<file path="config.mk">
export PLATFORM = sky130hd
export DESIGN_NAME = counter_ctrl_flat
export DESIGN_NICKNAME = d
export VERILOG_FILES = /design/src/rtl/counter_ctrl_if.sv /design/src/rtl/counter_ctrl.sv /design/src/flat_wrapper.sv
export SDC_FILE = /design/constraint.sdc
export NUM_CORES = 1
export LEC_CHECK = 0
export CORE_MARGIN = 3
export CORE_UTILIZATION = 40
export DETAILED_ROUTE_END_ITERATION = 8
export MAX_ROUTING_LAYER = met4
export PLACE_DENSITY = 0.62
export SYNTH_ARGS = -nofsm -noshare
export SYNTH_HDL_FRONTEND = slang
export SYNTH_SLANG_ARGS = --single-unit
</file>
<file path="constraint.sdc">
create_clock -name sys_clk -period 4.3 [get_ports sys_clk]
set_input_delay 0.43 -clock sys_clk [delete_from_list [all_inputs] [get_ports sys_clk]]
set_output_delay 0.43 -clock sys_clk [all_outputs]
set_load 0.01 [all_outputs]
</file>
<file path="src/rtl/counter_ctrl_if.sv">
// Command/status bundle between a run controller and the logic that drives it.
// The master issues commands and configuration; the slave reports count and status.
interface counter_ctrl_if #(
   parameter int unsigned CNT_W = 4,
   parameter int unsigned PRE_W = 8
);
   logic             start;
   logic             stop;
   logic             pause;
   logic             auto_reload;
   logic [CNT_W-1:0] load_val;
   logic [PRE_W-1:0] prescale;
   logic [CNT_W-1:0] cnt;
   logic             busy;
   logic             done;
   logic             out;
   logic [1:0]       state;

   modport master (
      output start, stop, pause, auto_reload, load_val, prescale,
      input  cnt, busy, done, out, state
   );

   modport slave (
      input  start, stop, pause, auto_reload, load_val, prescale,
      output cnt, busy, done, out, state
   );
endinterface

</file>
<file path="src/rtl/counter_ctrl.sv">
// Run controller for a programmable up-counter: start/stop/pause sequencing,
// prescaled ticks, one-shot or auto-reload wrap, done pulse and toggle output.
module counter_ctrl #(
   parameter int unsigned CNT_W = 4,
   parameter int unsigned PRE_W = 8
) (
   input  logic          sys_clk,
   input  logic          sys_rst_n,
   counter_ctrl_if.slave bus
);

   typedef enum logic [1:0] {
      IDLE = 2'd0,
      RUN  = 2'd1,
      HOLD = 2'd2
   } state_t;

   state_t           state_q, state_d;
   logic [CNT_W-1:0] cnt_q, cnt_d;
   logic [CNT_W-1:0] term_q, term_d;
   logic [PRE_W-1:0] pre_lat_q, pre_lat_d;
   logic [PRE_W-1:0] pre_cnt_q, pre_cnt_d;
   logic             done_q, done_d;
   logic             out_q, out_d;
   logic             busy_q, busy_d;

   // State and datapath registers
   always_ff @(posedge sys_clk or negedge sys_rst_n) begin
      if (!sys_rst_n) begin
         state_q   <= IDLE;
         cnt_q     <= '0;
         term_q    <= '0;
         pre_lat_q <= '0;
         pre_cnt_q <= '0;
         done_q    <= 1'b0;
         out_q     <= 1'b0;
         busy_q    <= 1'b0;
      end else begin
         state_q   <= state_d;
         cnt_q     <= cnt_d;
         term_q    <= term_d;
         pre_lat_q <= pre_lat_d;
         pre_cnt_q <= pre_cnt_d;
         done_q    <= done_d;
         out_q     <= out_d;
         busy_q    <= busy_d;
      end
   end

   // Next-state: stop beats start beats pause; a HOLD release steps on the same edge
   always_comb begin
      state_d   = state_q;
      cnt_d     = cnt_q;
      term_d    = term_q;
      pre_lat_d = pre_lat_q;
      pre_cnt_d = pre_cnt_q;
      done_d    = 1'b0;
      out_d     = out_q;

      case (state_q)
         IDLE: begin
            if (bus.stop) begin
               cnt_d = '0;
            end else if (bus.start) begin
               term_d    = bus.load_val;
               pre_lat_d = bus.prescale;
               cnt_d     = '0;
               pre_cnt_d = '0;
               state_d   = RUN;
            end
         end
         RUN, HOLD: begin
            if (bus.stop) begin
               cnt_d     = '0;
               pre_cnt_d = '0;
               state_d   = IDLE;
            end else if (bus.start) begin
               term_d    = bus.load_val;
               pre_lat_d = bus.prescale;
               cnt_d     = '0;
               pre_cnt_d = '0;
               state_d   = RUN;
            end else if (bus.pause) begin
               state_d = HOLD;
            end else begin
               state_d = RUN;
               if (pre_cnt_q == pre_lat_q) begin
                  pre_cnt_d = '0;
                  if (cnt_q == term_q) begin
                     cnt_d  = '0;
                     done_d = 1'b1;
                     out_d  = ~out_q;
                     if (!bus.auto_reload) begin
                        state_d = IDLE;
                     end
                  end else begin
                     cnt_d = cnt_q + CNT_W'(1);
                  end
               end else begin
                  pre_cnt_d = pre_cnt_q + PRE_W'(1);
               end
            end
         end
         default: begin
            state_d = IDLE;
         end
      endcase

      busy_d = (state_d == RUN) || (state_d == HOLD);
   end

   assign bus.cnt   = cnt_q;
   assign bus.busy  = busy_q;
   assign bus.done  = done_q;
   assign bus.out   = out_q;
   assign bus.state = state_q;

endmodule

</file>
<file path="src/flat_wrapper.sv">
// flat-port wrapper written by rule: the top's interface ports become plain ports
module counter_ctrl_flat 
#(
   parameter int unsigned CNT_W = 4,
   parameter int unsigned PRE_W = 8
)
  (sys_clk, sys_rst_n, bus_start, bus_stop, bus_pause, bus_auto_reload, bus_load_val, bus_prescale, bus_cnt, bus_busy, bus_done, bus_out, bus_state);
  counter_ctrl_if #(.CNT_W(CNT_W), .PRE_W(PRE_W)) bus_i ();
  input  logic sys_clk;
  input  logic sys_rst_n;
  input wire logic [$bits(bus_i.start)-1:0] bus_start;
  input wire logic [$bits(bus_i.stop)-1:0] bus_stop;
  input wire logic [$bits(bus_i.pause)-1:0] bus_pause;
  input wire logic [$bits(bus_i.auto_reload)-1:0] bus_auto_reload;
  input wire logic [$bits(bus_i.load_val)-1:0] bus_load_val;
  input wire logic [$bits(bus_i.prescale)-1:0] bus_prescale;
  output wire logic [$bits(bus_i.cnt)-1:0] bus_cnt;
  output wire logic [$bits(bus_i.busy)-1:0] bus_busy;
  output wire logic [$bits(bus_i.done)-1:0] bus_done;
  output wire logic [$bits(bus_i.out)-1:0] bus_out;
  output wire logic [$bits(bus_i.state)-1:0] bus_state;
  assign bus_i.start = bus_start;
  assign bus_i.stop = bus_stop;
  assign bus_i.pause = bus_pause;
  assign bus_i.auto_reload = bus_auto_reload;
  assign bus_i.load_val = bus_load_val;
  assign bus_i.prescale = bus_prescale;
  assign bus_cnt = bus_i.cnt;
  assign bus_busy = bus_i.busy;
  assign bus_done = bus_i.done;
  assign bus_out = bus_i.out;
  assign bus_state = bus_i.state;
  counter_ctrl #(.CNT_W(CNT_W), .PRE_W(PRE_W)) u_core (.sys_clk(sys_clk), .sys_rst_n(sys_rst_n), .bus(bus_i));
endmodule
</file>
## After elaboration in Yosys (flattened, before gate mapping)

Cells that the tools add are included.

- Bits in registers: 29
- Latch bits: 0
- Memory bits (writable): 0
- ROM bits: 0
- Bits of input ports: 18
- Word-level logic and storage cells: 64
- Memories kept: 0

- Add/sub/neg operators: 2
- Multipliers: 0
- Divide/modulo/power cells: 0
- $lt $le $gt $ge: 0
- Equal/unequal tests: 11
- Shift operators: 0
- Mux-type cells: 30
- Bitwise gates (word level): 4
- Reductions and logical operators: 9

Operators with widths:

| kind | number |
|---|---|
| 8-bit two-way mux | 6 |
| 4-bit two-way mux | 7 |
| 8-bit case mux with 2 select lines | 1 |
| 2-bit two-way mux | 7 |
| 8-bit by 1-bit adder with 8-bit output (second input constant) | 1 |
| 8-bit == test | 1 |
| 4-bit case mux with 2 select lines | 1 |
| 4-bit AND reduction | 2 |
| 1-bit two-way mux | 7 |
| 6-bit AND reduction | 1 |
| 4-bit by 1-bit adder with 4-bit output (second input constant) | 1 |
| 2-bit by 1-bit == test with 1-bit output (second input constant) | 2 |
| 2-bit == test (second input constant) | 2 |
| 4-bit == test | 1 |
| 2-bit != test (second input constant) | 2 |
| 4-bit by 3-bit != test with 1-bit output (second input constant) | 1 |
| 4-bit != test (second input constant) | 1 |
| 1-bit NOT | 4 |
| 2-bit case mux with 2 select lines | 1 |
| 3-bit != test (second input constant) | 1 |
| 3-bit AND reduction | 1 |
| 3-bit OR reduction | 1 |
| 2-bit logical NOT | 1 |
| 2-bit nonzero test | 1 |
| other kinds (2) | 2 |

## Depth between registers and ports, before layout

- Word-level depth: 9
- Depth in mapped cells: 8
- Gate-level depth less buffers: 7

## Least setup slack after synthesis

OpenSTA, ideal clock, no wires.

- Path type: reg-to-reg
- From: register u_core.state_q[0] (netlist: u_core.bus.state[0])
- To: register u_core.cnt_q[0] (netlist: u_core.bus.cnt[0])
- Library setup time: 0.125 ns
- Arrival time: 1.678 ns
- Setup slack: 2.497 ns
- Stages on the path, launching flop included: 7
- Period minus slack after synthesis: 1.803 ns
- Cells stage by stage: dfrtp_1 -> inv_1 -> ha_1 -> a21o_1 -> a21oi_1 -> nand2_1 -> mux2_2

- Cells in the longest elaborated chain, start to end: 4
- Elaborated cells on any way between the ends: 10

RTL lines:

| element | RTL line | RTL |
|---|---|---|
| from (decl) | counter_ctrl.sv:18 | `state_t state_q, state_d;` |
| from (signal assigned) | counter_ctrl.sv:39 | `state_q <= state_d;` |
| 2-bit by 1-bit == test with 1-bit output / 2-bit == test (equally long branches) | counter_ctrl.sv:60 | `case (state_q)` |
| 2-bit OR reduction | counter_ctrl.sv:60 |  |
| 4-bit by 3-bit != test with 1-bit output (no line) (tied with other cells) | -- |  |
| 4-bit AND reduction (no line) | -- |  |
| to (signal assigned) | counter_ctrl.sv:40 | `cnt_q <= cnt_d;` |
| to (decl) | counter_ctrl.sv:19 | `logic [CNT_W-1:0] cnt_q, cnt_d;` |

Parallel ways exist; a longest one is shown, timed or not.
A chain may end at the register's enable or synchronous reset.

## Worst setup path after layout

- From: input bus_stop
- To: register u_core.pre_lat_q[2]

- Cells in the longest elaborated chain, start to end: 2

RTL lines:

| element | RTL line | RTL |
|---|---|---|
| from (decl) | flat_wrapper.sv:12 | `input wire logic [$bits(bus_i.stop)-1:0] bus_stop;` |
| 1-bit NOT (no line) | -- |  |
| 3-bit AND reduction (no line) | -- |  |
| to (signal assigned) | counter_ctrl.sv:42 | `pre_lat_q <= pre_lat_d;` |
| to (decl) | counter_ctrl.sv:21 | `logic [PRE_W-1:0] pre_lat_q, pre_lat_d;` |

No other way between the ends.

==> results.tsv <==
stage	metric	value	unit
worst_setup_path	crit_arrival	2.46	ns
worst_setup_path	critPathCaptureType	flip-flop	
cells_and_area	n_antenna_cell	0	
timing	period_share	0.535	
global_route	grt_pass1_vias	1108	
synth	async_flop_share	1.00	
synth	yosys.cell_types.count	34	
timing	finalMaxSlewViolations	0	
cells_and_area	syn2layout_area_growth	25.6	%
timing	slew-limit-headroom	0.336	
clock_network	clockRootBuffer	clkbuf_8	
place	hpwl	2220	um
cells_and_area	multiInputGateArea	812	sq um
floorplan	core_area	0.00372	sq mm
cells_and_area	layout.nets	192	
synth	netlist_area	0.00156	sq mm
worst_hold_path	hold_path_class	flip-flop to flip-flop	
cells_and_area	seq_area	726	sq um
synth	netlist.top_cell.by_area	dfrtp_1	
synth	synth.most_common_cell	dfrtp_1	
routing	ant_nets	0	
timing	max_freq	434	MHz
timing	finClkSkew	0.00536	ns
cells_and_area	final.fill_count	345	
routing	viasPerCell	5.22	
global_route	grtUsageTotal	0.150	
clock_network	cts.clk_slew.worst_paths	0.06	ns
power_and_ir_drop	power.leakage	0.816	nW
floorplan	dieHeight	68.5	um
clock_network	cts_tree	built	
worst_setup_path	critical_path_buf_inv_count	1	
routing	drt_wl_total	2890	um
outcome	status	finished clean	
timing	setup_tns	0	ns
cells_and_area	final_core_util	0.527	
clock_network	hold_buffers	0	
power_and_ir_drop	ir_drop	241	uV
clock_network	post-cts-setup-buffers	0	
synth	synth_edf_count	0	
synth	yosys_register_bits	29	
global_route	grt.overflow.total	0	
global_route	grt_pass1_wl	4970	um
worst_setup_path	start_kind	input port	
worst_setup_path	crit_type	input port to flip-flop	
clock_network	clk_latency	0.27	ns
clock_network	cts_buffer_depth	2	
cells_and_area	drive_gt1_frac	0.147	
worst_setup_path	crit_path_cell_trace	clkdlybuf4s50_1 > and2b_1 > nor2b_1 > mux2_2	
worst_setup_path	worstPathRequired	4.45	ns
global_route	antenna_found_initial	0	
synth	synth_top_cells_by_count	dfrtp_1 (29), mux2_2 (14), xnor2_1 (12)	
place	place_ws	1.69	ns
routing	drc_errors	0	
timing	hold_viol	0	
synth	synth_cells	139	
worst_setup_path	critPathMaxStageDelay	0.82	ns
floorplan	fp.dieW	68.5	um
floorplan	dieArea	0.00469	sq mm
synth	ys_warn_count	0	
place	place_congestion	0.803	
worst_setup_path	path_max_fanout	12	
timing	tightest_slew	0.993	ns
routing	wl_per_cell	13.3	um
routing	drt_iter0_markers	65	
synth	ys.flop_type	dfrtp_1	
place	portBuffers	26	
floorplan	ios	27	
worst_setup_path	slowest_stage	nor2b_1	
clock_network	cts.sinks	29	
clock_network	cts_max_level	2	
floorplan	rows	22	
timing	setup_viol	0	
routing	firstDrtPassIters	4	
global_route	grt_max_degree	30	
worst_setup_path	cp_top_family	simple AND/OR/NAND/NOR gates	
floorplan	start_util	0.420	
power_and_ir_drop	power_density	483	mW/mm^2
synth	yosysTopAreaCellShare	0.465	
clock_network	cts_resized	0	
clock_network	cts_buffers	5	
run	cap_violations	0	
synth	avgSynthCellArea	11.2	sq um
timing	setup_ws	2.00	ns
synth	ys_seq_area_frac	0.465	
synth	ys_top_cells_by_area	dfrtp_1 (47%), mux2_2 (10%), xnor2_1 (6.7%)	
routing	via_count	1139	
timing	rsz0062_at_grt	no	
synth	synth_nets	161	
timing	period_needed	2.30	ns
power breakdown:
| part | total, mW | internal, mW | switching, mW |
|---|---|---|---|
| Combinational | 0.364 | 0.185 | 0.179 |
| Clock | 0.218 | 0.127 | 0.0919 |
| Sequential | 0.364 | 0.322 | 0.0415 |
worst paths after layout:
path | from | to | slack [ns] | depth (start not counted)
worst max-delay path | bus_stop | u_core.pre_lat_q[2] | 2.00 | 4
worst min-delay path | u_core.bus.out | u_core.bus.out | 0.47 | 1
worst max register to register | u_core.bus.state[0] | u_core.pre_cnt_q[0] | 2.12 | 6
worst min register to register | u_core.bus.out | u_core.bus.out | 0.47 | 1
min in group asynchronous | sys_rst_n | u_core.pre_cnt_q[7] | 0.55 | 2
max in group asynchronous | sys_rst_n | u_core.term_q[0] | 3.47 | 2
worst register-to-register path: stages (launching register included):
cell and delay, ns:
dfrtp_1 0.40, inv_1 0.06, ha_1 0.40, and2_1 0.23, o21ai_1 0.44, nor2_1 0.23, mux2_2 0.32
state kept, by name, indices dropped and copies added, names as in the netlist:
| register | cells |
|---|---|
| u_core.pre_cnt_q | 8 |
| u_core.pre_lat_q | 8 |
| u_core.bus.cnt | 4 |
| u_core.term_q | 4 |
| u_core.bus.state | 2 |
| u_core.bus.busy | 1 |
| u_core.bus.done | 1 |
| u_core.bus.out | 1 |
metal layers:
metal	vias to the layer above	track usage	routed length, um
met5	-	-	0
met4	0	0.0620	38
met3	5	0.0493	172
met2	27	0.215	1240
met1	545	0.194	1440
li1	562	-	-
metrics by stage:
stage                     cell area, sq um  hold WS (ns)  power (mW)  std cells
after floorplan                       1560         0.134       0.629        139
after global placement                1870         0.455       0.724        211
after detailed placement              1870         0.455       0.736        211
after CTS                             1960         0.467       0.959        218
after global routing                  1960         0.483        1.02        218
final                                 1960         0.465       0.946        218
placed cells by master, fill, tap and decap left out, types with 2 or more instances in the layout:
cell,instances
a21o_1,3
a21oi_1,5
a22o_1,3
and2_1,2
and3_1,3
clkbuf_8,6
clkdlybuf4s50_1,26
dfrtp_1,29
ha_1,4
inv_1,2
mux2_2,14
nand2_1,9
nand2b_1,3
nand3_1,3
nand4_1,3
nor2_1,8
nor2b_1,5
nor3_1,3
o211ai_1,2
o21ai_0,8
o2bb2ai_1,2
xnor2_1,12
cells by family (layout without fill, tap and decap cells):
kind of cell | after synthesis | count (layout) | share of synthesized area
and+or+nand+nor | 44 | 44 | 0.160
DFF | 29 | 29 | 0.465
AOI/OAI and AO/OA | 28 | 28 | 0.140
muxes | 16 | 16 | 0.115
xor gates and xnor gates | 13 | 13 | 0.0730
buffers and inverters | 5 | 36 | 0.0144
adders and majority gates | 4 | 4 | 0.0321
final cells by class:
type / instances / area share
multi-input cells: 105 / 0.414
clock buffers: 7 / 0.0441
flip-flops and latches: 29 / 0.370
repair buffers: 27 / 0.137
inverters: 2 / 0.00383
well taps: 48 / 0.0307
Note: power is estimated with default switching activity, not from simulation.
